==> config.mk <==
export PLATFORM = sky130hd
export DESIGN_NAME = mmio_bus_bridge_flat
export DESIGN_NICKNAME = d
export VERILOG_FILES = /design/src/rtl/mmio_bus_bridge_if.sv /design/src/rtl/mmio_bus_bridge.sv /design/src/flat_wrapper.sv
export SDC_FILE = /design/constraint.sdc
export NUM_CORES = 1
export LEC_CHECK = 0
export ABC_AREA = 1
export BUFFER_PORTS_ARGS = -buffer_cell sky130_fd_sc_hd__buf_2
export CAP_MARGIN = 0
export CORE_AREA = 2 2 90 92
export CTS_BUF_LIST = sky130_fd_sc_hd__clkbuf_8
export DETAILED_ROUTE_END_ITERATION = 12
export DIE_AREA = 0 0 92 94
export GPL_TIMING_DRIVEN = 0
export PLACE_DENSITY = 0.78
export SKIP_LAST_GASP = 1
export SYNTH_ARGS = -nofsm -noshare
export SYNTH_HDL_FRONTEND = slang
export SYNTH_SLANG_ARGS = --single-unit
==> constraint.sdc <==
create_clock -name clk -period 2.2 [get_ports clk]
set_input_delay 0.44 -clock clk [delete_from_list [all_inputs] [get_ports clk]]
set_output_delay 0.44 -clock clk [all_outputs]
set_load 0.01 [all_outputs]
==> src/rtl/mmio_bus_bridge_if.sv <==
// Signal bundle between a CPU-style requester and the MMIO/RAM bridge: CPU request bus,
// synchronous RAM port and the peripheral register slot port.
interface mmio_bus_bridge_if #(
    parameter int ADDR_W  = 12,
    parameter int DATA_W  = 16,
    parameter int N_PORTS = 4
) ();
    logic                        cpu_sel;
    logic                        cpu_load;
    logic [ADDR_W-1:0]           cpu_addr;
    logic [DATA_W-1:0]           cpu_wdata;
    logic                        cpu_clr;
    logic [DATA_W-1:0]           cpu_rdata;
    logic                        cpu_ready;
    logic                        cpu_stall;

    logic [ADDR_W-1:0]           ram_addr;
    logic [DATA_W-1:0]           ram_wdata;
    logic                        ram_we;
    logic [DATA_W-1:0]           ram_rdata;

    logic [N_PORTS*DATA_W-1:0]   mmio_rdata;
    logic [DATA_W-1:0]           mmio_wdata;
    logic [N_PORTS-1:0]          mmio_we;
    logic [N_PORTS-1:0]          mmio_re;

    modport slave (
        input  cpu_sel, cpu_load, cpu_addr, cpu_wdata, cpu_clr, ram_rdata, mmio_rdata,
        output cpu_rdata, cpu_ready, cpu_stall, ram_addr, ram_wdata, ram_we,
               mmio_wdata, mmio_we, mmio_re
    );

    modport master (
        output cpu_sel, cpu_load, cpu_addr, cpu_wdata, cpu_clr, ram_rdata, mmio_rdata,
        input  cpu_rdata, cpu_ready, cpu_stall, ram_addr, ram_wdata, ram_we,
               mmio_wdata, mmio_we, mmio_re
    );
endinterface

==> src/rtl/mmio_bus_bridge.sv <==
// Routes single CPU transactions to a small window of peripheral register slots or to a
// synchronous RAM, and can sweep the whole RAM with a constant word while stalling the CPU.
module mmio_bus_bridge #(
    parameter int                  ADDR_W    = 12,
    parameter int                  DATA_W    = 16,
    parameter int                  N_PORTS   = 4,
    parameter int                  MMIO_BASE = 110,
    parameter int                  RAM_DEPTH = 4096,
    parameter logic [N_PORTS-1:0]  RO_MASK   = 4'b1110,
    parameter logic [DATA_W-1:0]   CLR_VALUE = '0
) (
    input  logic             clk,
    input  logic             res,
    mmio_bus_bridge_if.slave bus
);
    localparam int               CNT_W    = $clog2(RAM_DEPTH) + 1;
    localparam int               SLOT_W   = (N_PORTS > 1) ? $clog2(N_PORTS) : 1;
    localparam logic [CNT_W-1:0] CNT_LAST = CNT_W'(RAM_DEPTH - 1);

    typedef enum logic [1:0] {
        IDLE,
        RAM_WAIT,
        DONE,
        CLEAR
    } state_e;

    state_e              state_q, state_d;
    logic [CNT_W-1:0]    cnt_q, cnt_d;
    logic [DATA_W-1:0]   rdata_q, rdata_d;

    logic [31:0]         addr_ext;
    logic                mmio_hit;
    logic                ram_hit;
    logic [SLOT_W-1:0]   slot;
    logic [N_PORTS-1:0]  slot_onehot;
    logic [DATA_W-1:0]   slot_data;

    logic                ram_we_c;
    logic [ADDR_W-1:0]   ram_addr_c;
    logic [DATA_W-1:0]   ram_wdata_c;
    logic [N_PORTS-1:0]  mmio_we_c;
    logic [N_PORTS-1:0]  mmio_re_c;

    // The MMIO window is checked first so it shadows any RAM words underneath it.
    assign addr_ext    = 32'(bus.cpu_addr);
    assign mmio_hit    = (addr_ext >= 32'(MMIO_BASE)) && (addr_ext < 32'(MMIO_BASE + N_PORTS));
    assign ram_hit     = !mmio_hit && (addr_ext < 32'(RAM_DEPTH));
    assign slot        = SLOT_W'(addr_ext - 32'(MMIO_BASE));
    assign slot_onehot = N_PORTS'(1) << slot;
    assign slot_data   = bus.mmio_rdata[int'(slot)*DATA_W +: DATA_W];

    always_ff @(posedge clk or posedge res) begin
        if (res) begin
            state_q <= IDLE;
            cnt_q   <= '0;
            rdata_q <= '0;
        end else begin
            state_q <= state_d;
            cnt_q   <= cnt_d;
            rdata_q <= rdata_d;
        end
    end

    always_comb begin
        state_d     = state_q;
        cnt_d       = cnt_q;
        rdata_d     = rdata_q;
        ram_we_c    = 1'b0;
        ram_addr_c  = bus.cpu_addr;
        ram_wdata_c = bus.cpu_wdata;
        mmio_we_c   = '0;
        mmio_re_c   = '0;

        unique case (state_q)
            IDLE: begin
                if (bus.cpu_clr) begin
                    state_d = CLEAR;
                    cnt_d   = '0;
                end else if (bus.cpu_sel) begin
                    state_d = DONE;
                    if (mmio_hit) begin
                        if (bus.cpu_load) begin
                            mmio_re_c = slot_onehot;
                            rdata_d   = slot_data;
                        end else if (!RO_MASK[slot]) begin
                            mmio_we_c = slot_onehot;
                        end
                    end else if (ram_hit) begin
                        if (bus.cpu_load) begin
                            state_d = RAM_WAIT;
                        end else begin
                            ram_we_c = 1'b1;
                        end
                    end else if (bus.cpu_load) begin
                        rdata_d = '0;
                    end
                end
            end
            RAM_WAIT: begin
                rdata_d = bus.ram_rdata;
                state_d = DONE;
            end
            DONE: begin
                state_d = IDLE;
            end
            CLEAR: begin
                ram_we_c    = 1'b1;
                ram_addr_c  = ADDR_W'(cnt_q);
                ram_wdata_c = CLR_VALUE;
                if (cnt_q == CNT_LAST) begin
                    state_d = DONE;
                end else begin
                    cnt_d = cnt_q + CNT_W'(1);
                end
            end
            default: begin
                state_d = IDLE;
            end
        endcase

        // Strobes are decoded from live inputs in IDLE, so reset has to mask them directly.
        if (res) begin
            ram_we_c  = 1'b0;
            mmio_we_c = '0;
            mmio_re_c = '0;
        end
    end

    assign bus.cpu_rdata  = rdata_q;
    assign bus.cpu_ready  = (state_q == DONE);
    assign bus.cpu_stall  = (state_q == CLEAR);
    assign bus.ram_we     = ram_we_c;
    assign bus.ram_addr   = ram_addr_c;
    assign bus.ram_wdata  = ram_wdata_c;
    assign bus.mmio_wdata = bus.cpu_wdata;
    assign bus.mmio_we    = mmio_we_c;
    assign bus.mmio_re    = mmio_re_c;
endmodule

==> src/flat_wrapper.sv <==
// flat-port wrapper written by rule: the top's interface ports become plain ports
module mmio_bus_bridge_flat 
#(
    parameter int                  ADDR_W    = 12,
    parameter int                  DATA_W    = 16,
    parameter int                  N_PORTS   = 4,
    parameter int                  MMIO_BASE = 110,
    parameter int                  RAM_DEPTH = 4096,
    parameter logic [N_PORTS-1:0]  RO_MASK   = 4'b1110,
    parameter logic [DATA_W-1:0]   CLR_VALUE = '0
)
  (clk, res, bus_cpu_sel, bus_cpu_load, bus_cpu_addr, bus_cpu_wdata, bus_cpu_clr, bus_ram_rdata, bus_mmio_rdata, bus_cpu_rdata, bus_cpu_ready, bus_cpu_stall, bus_ram_addr, bus_ram_wdata, bus_ram_we, bus_mmio_wdata, bus_mmio_we, bus_mmio_re);
  mmio_bus_bridge_if #(.ADDR_W(ADDR_W), .DATA_W(DATA_W), .N_PORTS(N_PORTS)) bus_i ();
  input  logic clk;
  input  logic res;
  input wire logic [$bits(bus_i.cpu_sel)-1:0] bus_cpu_sel;
  input wire logic [$bits(bus_i.cpu_load)-1:0] bus_cpu_load;
  input wire logic [$bits(bus_i.cpu_addr)-1:0] bus_cpu_addr;
  input wire logic [$bits(bus_i.cpu_wdata)-1:0] bus_cpu_wdata;
  input wire logic [$bits(bus_i.cpu_clr)-1:0] bus_cpu_clr;
  input wire logic [$bits(bus_i.ram_rdata)-1:0] bus_ram_rdata;
  input wire logic [$bits(bus_i.mmio_rdata)-1:0] bus_mmio_rdata;
  output wire logic [$bits(bus_i.cpu_rdata)-1:0] bus_cpu_rdata;
  output wire logic [$bits(bus_i.cpu_ready)-1:0] bus_cpu_ready;
  output wire logic [$bits(bus_i.cpu_stall)-1:0] bus_cpu_stall;
  output wire logic [$bits(bus_i.ram_addr)-1:0] bus_ram_addr;
  output wire logic [$bits(bus_i.ram_wdata)-1:0] bus_ram_wdata;
  output wire logic [$bits(bus_i.ram_we)-1:0] bus_ram_we;
  output wire logic [$bits(bus_i.mmio_wdata)-1:0] bus_mmio_wdata;
  output wire logic [$bits(bus_i.mmio_we)-1:0] bus_mmio_we;
  output wire logic [$bits(bus_i.mmio_re)-1:0] bus_mmio_re;
  assign bus_i.cpu_sel = bus_cpu_sel;
  assign bus_i.cpu_load = bus_cpu_load;
  assign bus_i.cpu_addr = bus_cpu_addr;
  assign bus_i.cpu_wdata = bus_cpu_wdata;
  assign bus_i.cpu_clr = bus_cpu_clr;
  assign bus_i.ram_rdata = bus_ram_rdata;
  assign bus_i.mmio_rdata = bus_mmio_rdata;
  assign bus_cpu_rdata = bus_i.cpu_rdata;
  assign bus_cpu_ready = bus_i.cpu_ready;
  assign bus_cpu_stall = bus_i.cpu_stall;
  assign bus_ram_addr = bus_i.ram_addr;
  assign bus_ram_wdata = bus_i.ram_wdata;
  assign bus_ram_we = bus_i.ram_we;
  assign bus_mmio_wdata = bus_i.mmio_wdata;
  assign bus_mmio_we = bus_i.mmio_we;
  assign bus_mmio_re = bus_i.mmio_re;
  mmio_bus_bridge #(.ADDR_W(ADDR_W), .DATA_W(DATA_W), .N_PORTS(N_PORTS), .MMIO_BASE(MMIO_BASE), .RAM_DEPTH(RAM_DEPTH), .RO_MASK(RO_MASK), .CLR_VALUE(CLR_VALUE)) u_core (.clk(clk), .res(res), .bus(bus_i));
endmodule
# Word level (Yosys, flattened, before mapping)
# Index checks and enable logic that the tools add are counted.
# classes
eq_ne	13
n_reduce_logical	9
n_addsub	2
order_cmp	4
n_shift	2
muxes	41
# ops
operator	count
2-to-1 mux 16 bit	7
variable part select 64 x 7 -> 16 bit	1
2-to-1 mux 4 bit	13
case mux 16 bit (2 select lines)	1
2-to-1 mux 13 bit	2
case mux 13 bit (2 select lines)	1
adder 13 x 1 -> 13 bit, second input constant	1
equality test 13 x 12 -> 1 bit, second input constant	1
less-than comparator 12 x 13 -> 1 bit, second input constant	1
>= comparator 12 x 7 -> 1 bit, second input constant	1
less-than comparator 12 x 7 -> 1 bit, second input constant	1
2-to-1 mux 12 bit	1
2-to-1 mux 2 bit	6
!= test 2 bit, second input constant	4
case mux 2 bit (4 select lines)	1
2-to-1 mux 1 bit	7
!= test 3 x 2 -> 1 bit, second input constant	2
!= test 3 bit, second input constant	2
AND reduction 6 bit	1
equality test 2 bit, second input constant	2
nonzero test 2 bit	2
left shift 1 x 2 -> 4 bit, first input constant	1
less-than comparator 2 x 3 -> 1 bit, second input constant	1
AND reduction 3 bit	1
other kinds (9)	10
# word_totals
ff_bits	31
wordCells	74
input_bits	113
out_inout_bits	71

# Depth between registers and ports, before layout
# logic_depth
depth_word	10
mapped_depth	11
mapped_depth_nobuf	10

# Least setup slack after synthesis
# OpenSTA, ideal clock, no wires.
# synth_timing
kind	input-to-output
start	input port res
end	output port bus_mmio_re[1]
arrival_time_ps	1686
stages	3
setup_slack_ps	74
required_time_ps	1760
path_cell_list	inv_1 > nand4_2 > nor3_1
# synth_between
elab_chain_len	1
# synth_lines
item	line_no	text
start: declaration	flat_wrapper.sv:15	input logic res;
2-to-1 mux 4 bit	mmio_bus_bridge.sv:122	if (res) begin
end: declaration	flat_wrapper.sv:31	output wire logic [$bits(bus_i.mmio_re)-1:0] bus_mmio_re;
# No other way between the ends.

# Final worst setup path
# layout_timing
start	register u_core.state_q[0]
end	output port bus_ram_we
# layout_between
elab_chain_len	3
word_cells_on_any_way	4
classes_between	1 x eq/ne; 2 x mux; 1 x reduce/logical
# layout_lines
item	line_no	text
start: declaration	mmio_bus_bridge.sv:27	state_e state_q, state_d;
start signal: assignment	mmio_bus_bridge.sv:58	state_q <= state_d;
equality test 2 bit or logical NOT 2 bit (tied branches)	mmio_bus_bridge.sv:74	unique case (state_q)
case mux 1 bit (2 select lines) (*)	mmio_bus_bridge.sv:74	
2-to-1 mux 1 bit (*)	mmio_bus_bridge.sv:122	
end: declaration	flat_wrapper.sv:28	output wire logic [$bits(bus_i.ram_we)-1:0] bus_ram_we;
# Mark *: on every way between the ends. The rest lies on a longest branch, timed or not.

==> run summary <==
status -> finished with violations
failing checks -> negative setup slack
Crit Path Category -> flip-flop to primary output
vias -> 4069
CP most frequent cell -> inv_2
Hold Path Class -> input pin to asynchronous set/reset pin
cell family with most CP delay -> simple AND/OR/NAND/NOR gates
Final Non-Filler Cells -> 824
share of layout cells above drive strength 1 -> 36.98%
Peak supply drop -> 0.2464 mV
CP Data Arrival Time -> 1.78 ns
Buf/Inv on CP -> 4
Worst Skew -> 0.01352 ns
worst slew pin tran -> 0.7404 ns
worst path required time -> 1.76 ns
Critical Path Slowest Stage Cell -> dfrtp_1
nets -> 839
detailed router's first-iteration violation count -> 233
most frequent cells after synthesis -> 178 x nand2_1, 88 x nand3_1, 66 x nor2_1, 41 x inv_1, 31 x dfrtp_1
final instance area -> 4384 um2
synth warn -> 0
register area -> 775.7 um2
final setup fails -> 2
TritonRoute pass-1 iters -> 6
final worst path period need -> 2.224 ns
Synth area leader -> dfrtp_1
antenna violations before repair -> 0
placed cell area -> 4040 um2
hold buffers post-CTS -> 0
Area Overhead vs Synth -> 45.70%
number of global-route vias before repair -> 3554
Core ar. -> 7607 um2
Tcrit/Tclk final -> 101.1%
sequential area share after synthesis -> 25.78%
Mapped Cells -> 518
Filler cells -> 768
Avg Cell Area, Syn -> 5.809 um2
Bufs on Longest Clock Path -> 2
area used by multi-input combinational logic -> 1861 um2
Seq cells post-synth -> 31
Peak Freq -> 449.7 MHz
CP Cell Sequence -> inv_2 > ha_4 > inv_2 > nor2_4 > inv_2 > nor2_4 > nand2_2 > nor2_1 > o21ai_1 > nor2_1 > buf_2
Pwr Density -> 752.4 nW/um2
clk sinks -> 31
Root Buffer -> clkbuf_8
n_diodes -> 0
FFs w/ async S/R, synth -> 100.0%
R2R Path Start -> u_core.cnt_q[0]$_DFFE_PP0P_
number of routed nets with antenna violations -> 0
critical path startpoint category -> flip-flop
CP peak stage delay -> 0.41 ns
final hold violations -> 0
largest net degree at the start of global routing -> 20
detailed placer's ending HPWL -> 8480 um
Max FO, Critical Path -> 3
DP Worst Slack -> -0.5977 ns
Post-synth EDFFs -> 0
Final WS setup -> -0.02351 ns
vias per inst -> 4.938
area fraction of the dominant cell type after synthesis -> 25.78%
library cells used by synthesis -> 29
routed wire length -> 10910 um
global-route usage over all layers -> 24.17%
Sum Neg Setup Slack -> -0.04327 ns
H-Tree Depth -> 2
top_reg_cell synth -> dfrtp_1
worst skew pair latency -> 0.29 ns
leading post-synthesis cells by cell area -> dfrtp_1 26%, nand2_1 22%, nand3_1 15%
slew margin rel. -> 50.37%
CP startpoint -> u_core.state_q[0]$_DFFE_PP0P_
first-pass GRT wire length -> 16730 um
Die Area -> 8648 um2
routed len/inst -> 13.24 um
TritonCTS clock tree -> yes
RSZ-0062 raised after global routing -> true
routability cong. -> 0.9473
final core occ -> 57.63%
Die X -> 92 um
IO Count -> 184
clock buffer count from CTS -> 5
input/output buffers -> 179
Initial Utilization -> 39.56%
fin. max-slew vios -> 0
die height -> 94 um
# rows -> 32
most frequent cell after synthesis -> nand2_1
Static Leak -> 2.590 nW
DR DRC count -> 0
Post-Syn Area -> 3009 um2
CTS clock-pin slew for the worst setup and hold paths -> 0.07 ns
GR Overflow Total -> 0
max cap viols -> 0
CP endpoint kind -> primary output
Placed Cells -> 801
-- kinds of logic (layout without fill, tap and decap cells) --
family                     after synthesis  in the layout  share of synthesized area, %
other                                    1              3                        0.1246
AOI/OAI and AO/OA                       33             33                         5.654
adders and majority gates                5              5                         2.079
buffers and inverters                   92            294                         15.26
and+or+nand+nor                        353            353                         50.23
DFF                                     31             31                         25.78
xor gates and xnor gates                 3              3                        0.8733
-- state kept, by name, summed over array words and instances (netlist names) --
register / cells
u_core.bus.cpu_rdata: 16
u_core.state_q: 2
u_core.cnt_q: 13
-- layout make-up --
class                           count  share of cell area [%]
Timing Repair Buffer              194                   23.00
Clock inverter                      2                  0.7991
Tap cell                          102                   2.911
Multi-Input combinational cell    397                   42.44
Timing Repair inverter              1                  0.1142
Inverter                           45                   4.167
Clock buffer                        6                   1.884
Buffer                             46                   6.992
Sequential cell                    31                   17.69
-- worst paths after layout --
path                            slack [ns]                                   end  depth (start not counted)
worst min-delay path                  0.21           u_core.cnt_q[7]$_DFFE_PP0P_                          2
min in group clk                      0.47  u_core.bus.cpu_rdata[11]$_DFFE_PP0P_                          2
worst max-delay path                 -0.02                            bus_ram_we                         11
max in group asynchronous             1.51  u_core.bus.cpu_rdata[13]$_DFFE_PP0P_                          2
worst min register to register        0.47  u_core.bus.cpu_rdata[11]$_DFFE_PP0P_                          2
worst max register to register        0.22           u_core.cnt_q[9]$_DFFE_PP0P_                         10
-- layer usage --
metal	wire length (um)	GRT usage, %
met1	4567	32.04
met2	5242	40.81
met3	902	3.130
met4	196	8.085
met5	0	0
-- power by group --
part	leakage [nW]	switching (mW)	internal [mW]	total (mW)
sequential	0.425	0.113	0.734	0.847
combinational	2.10	1.12	0.732	1.85
clock	0.0612	0.238	0.367	0.605
-- worst reg2reg max path: stages, from the launching register on --
cell     delay, ns
dfrtp_1       0.48
ha_2          0.31
nand3_1       0.21
nor2_1        0.14
nand3_1       0.12
nand2_1       0.11
nand2_1       0.10
inv_2         0.11
buf_4         0.18
nand2_1       0.05
o21ai_0       0.07
-- layout by cell type (no fill, tap or decap), types with 4 or more instances in the layout --
cell,n
nand2_1,177
inv_2,6
dfrtp_1,31
buf_2,187
clkbuf_8,6
nand4_1,4
inv_1,36
o21ai_0,23
nand3_1,88
nor3_2,4
nor3_1,4
buf_4,37
clkbuf_1,9
o21ai_1,5
nor2_1,63
-- repair_timing --
item | in CTS | in global routing
gates resized for setup | 33 | 8
pin swaps | 8 | 8
endpoints found under the setup margin | 18 | 30
gates cloned | 1 | 0
setup buffers | 8 | 7
-- metrics by stage --
step | power (mW) | hold WS, ns
2_1_floorplan | 1.856 | 0.4749
3_3_place_gp | 2.462 | 0.4549
3_5_place_dp | 2.504 | 0.4544
4_1_cts | 3.249 | 0.2209
5_1_grt | 3.535 | 0.2333
6_report | 3.299 | 0.2123
(Power assumes the default switching activity.)
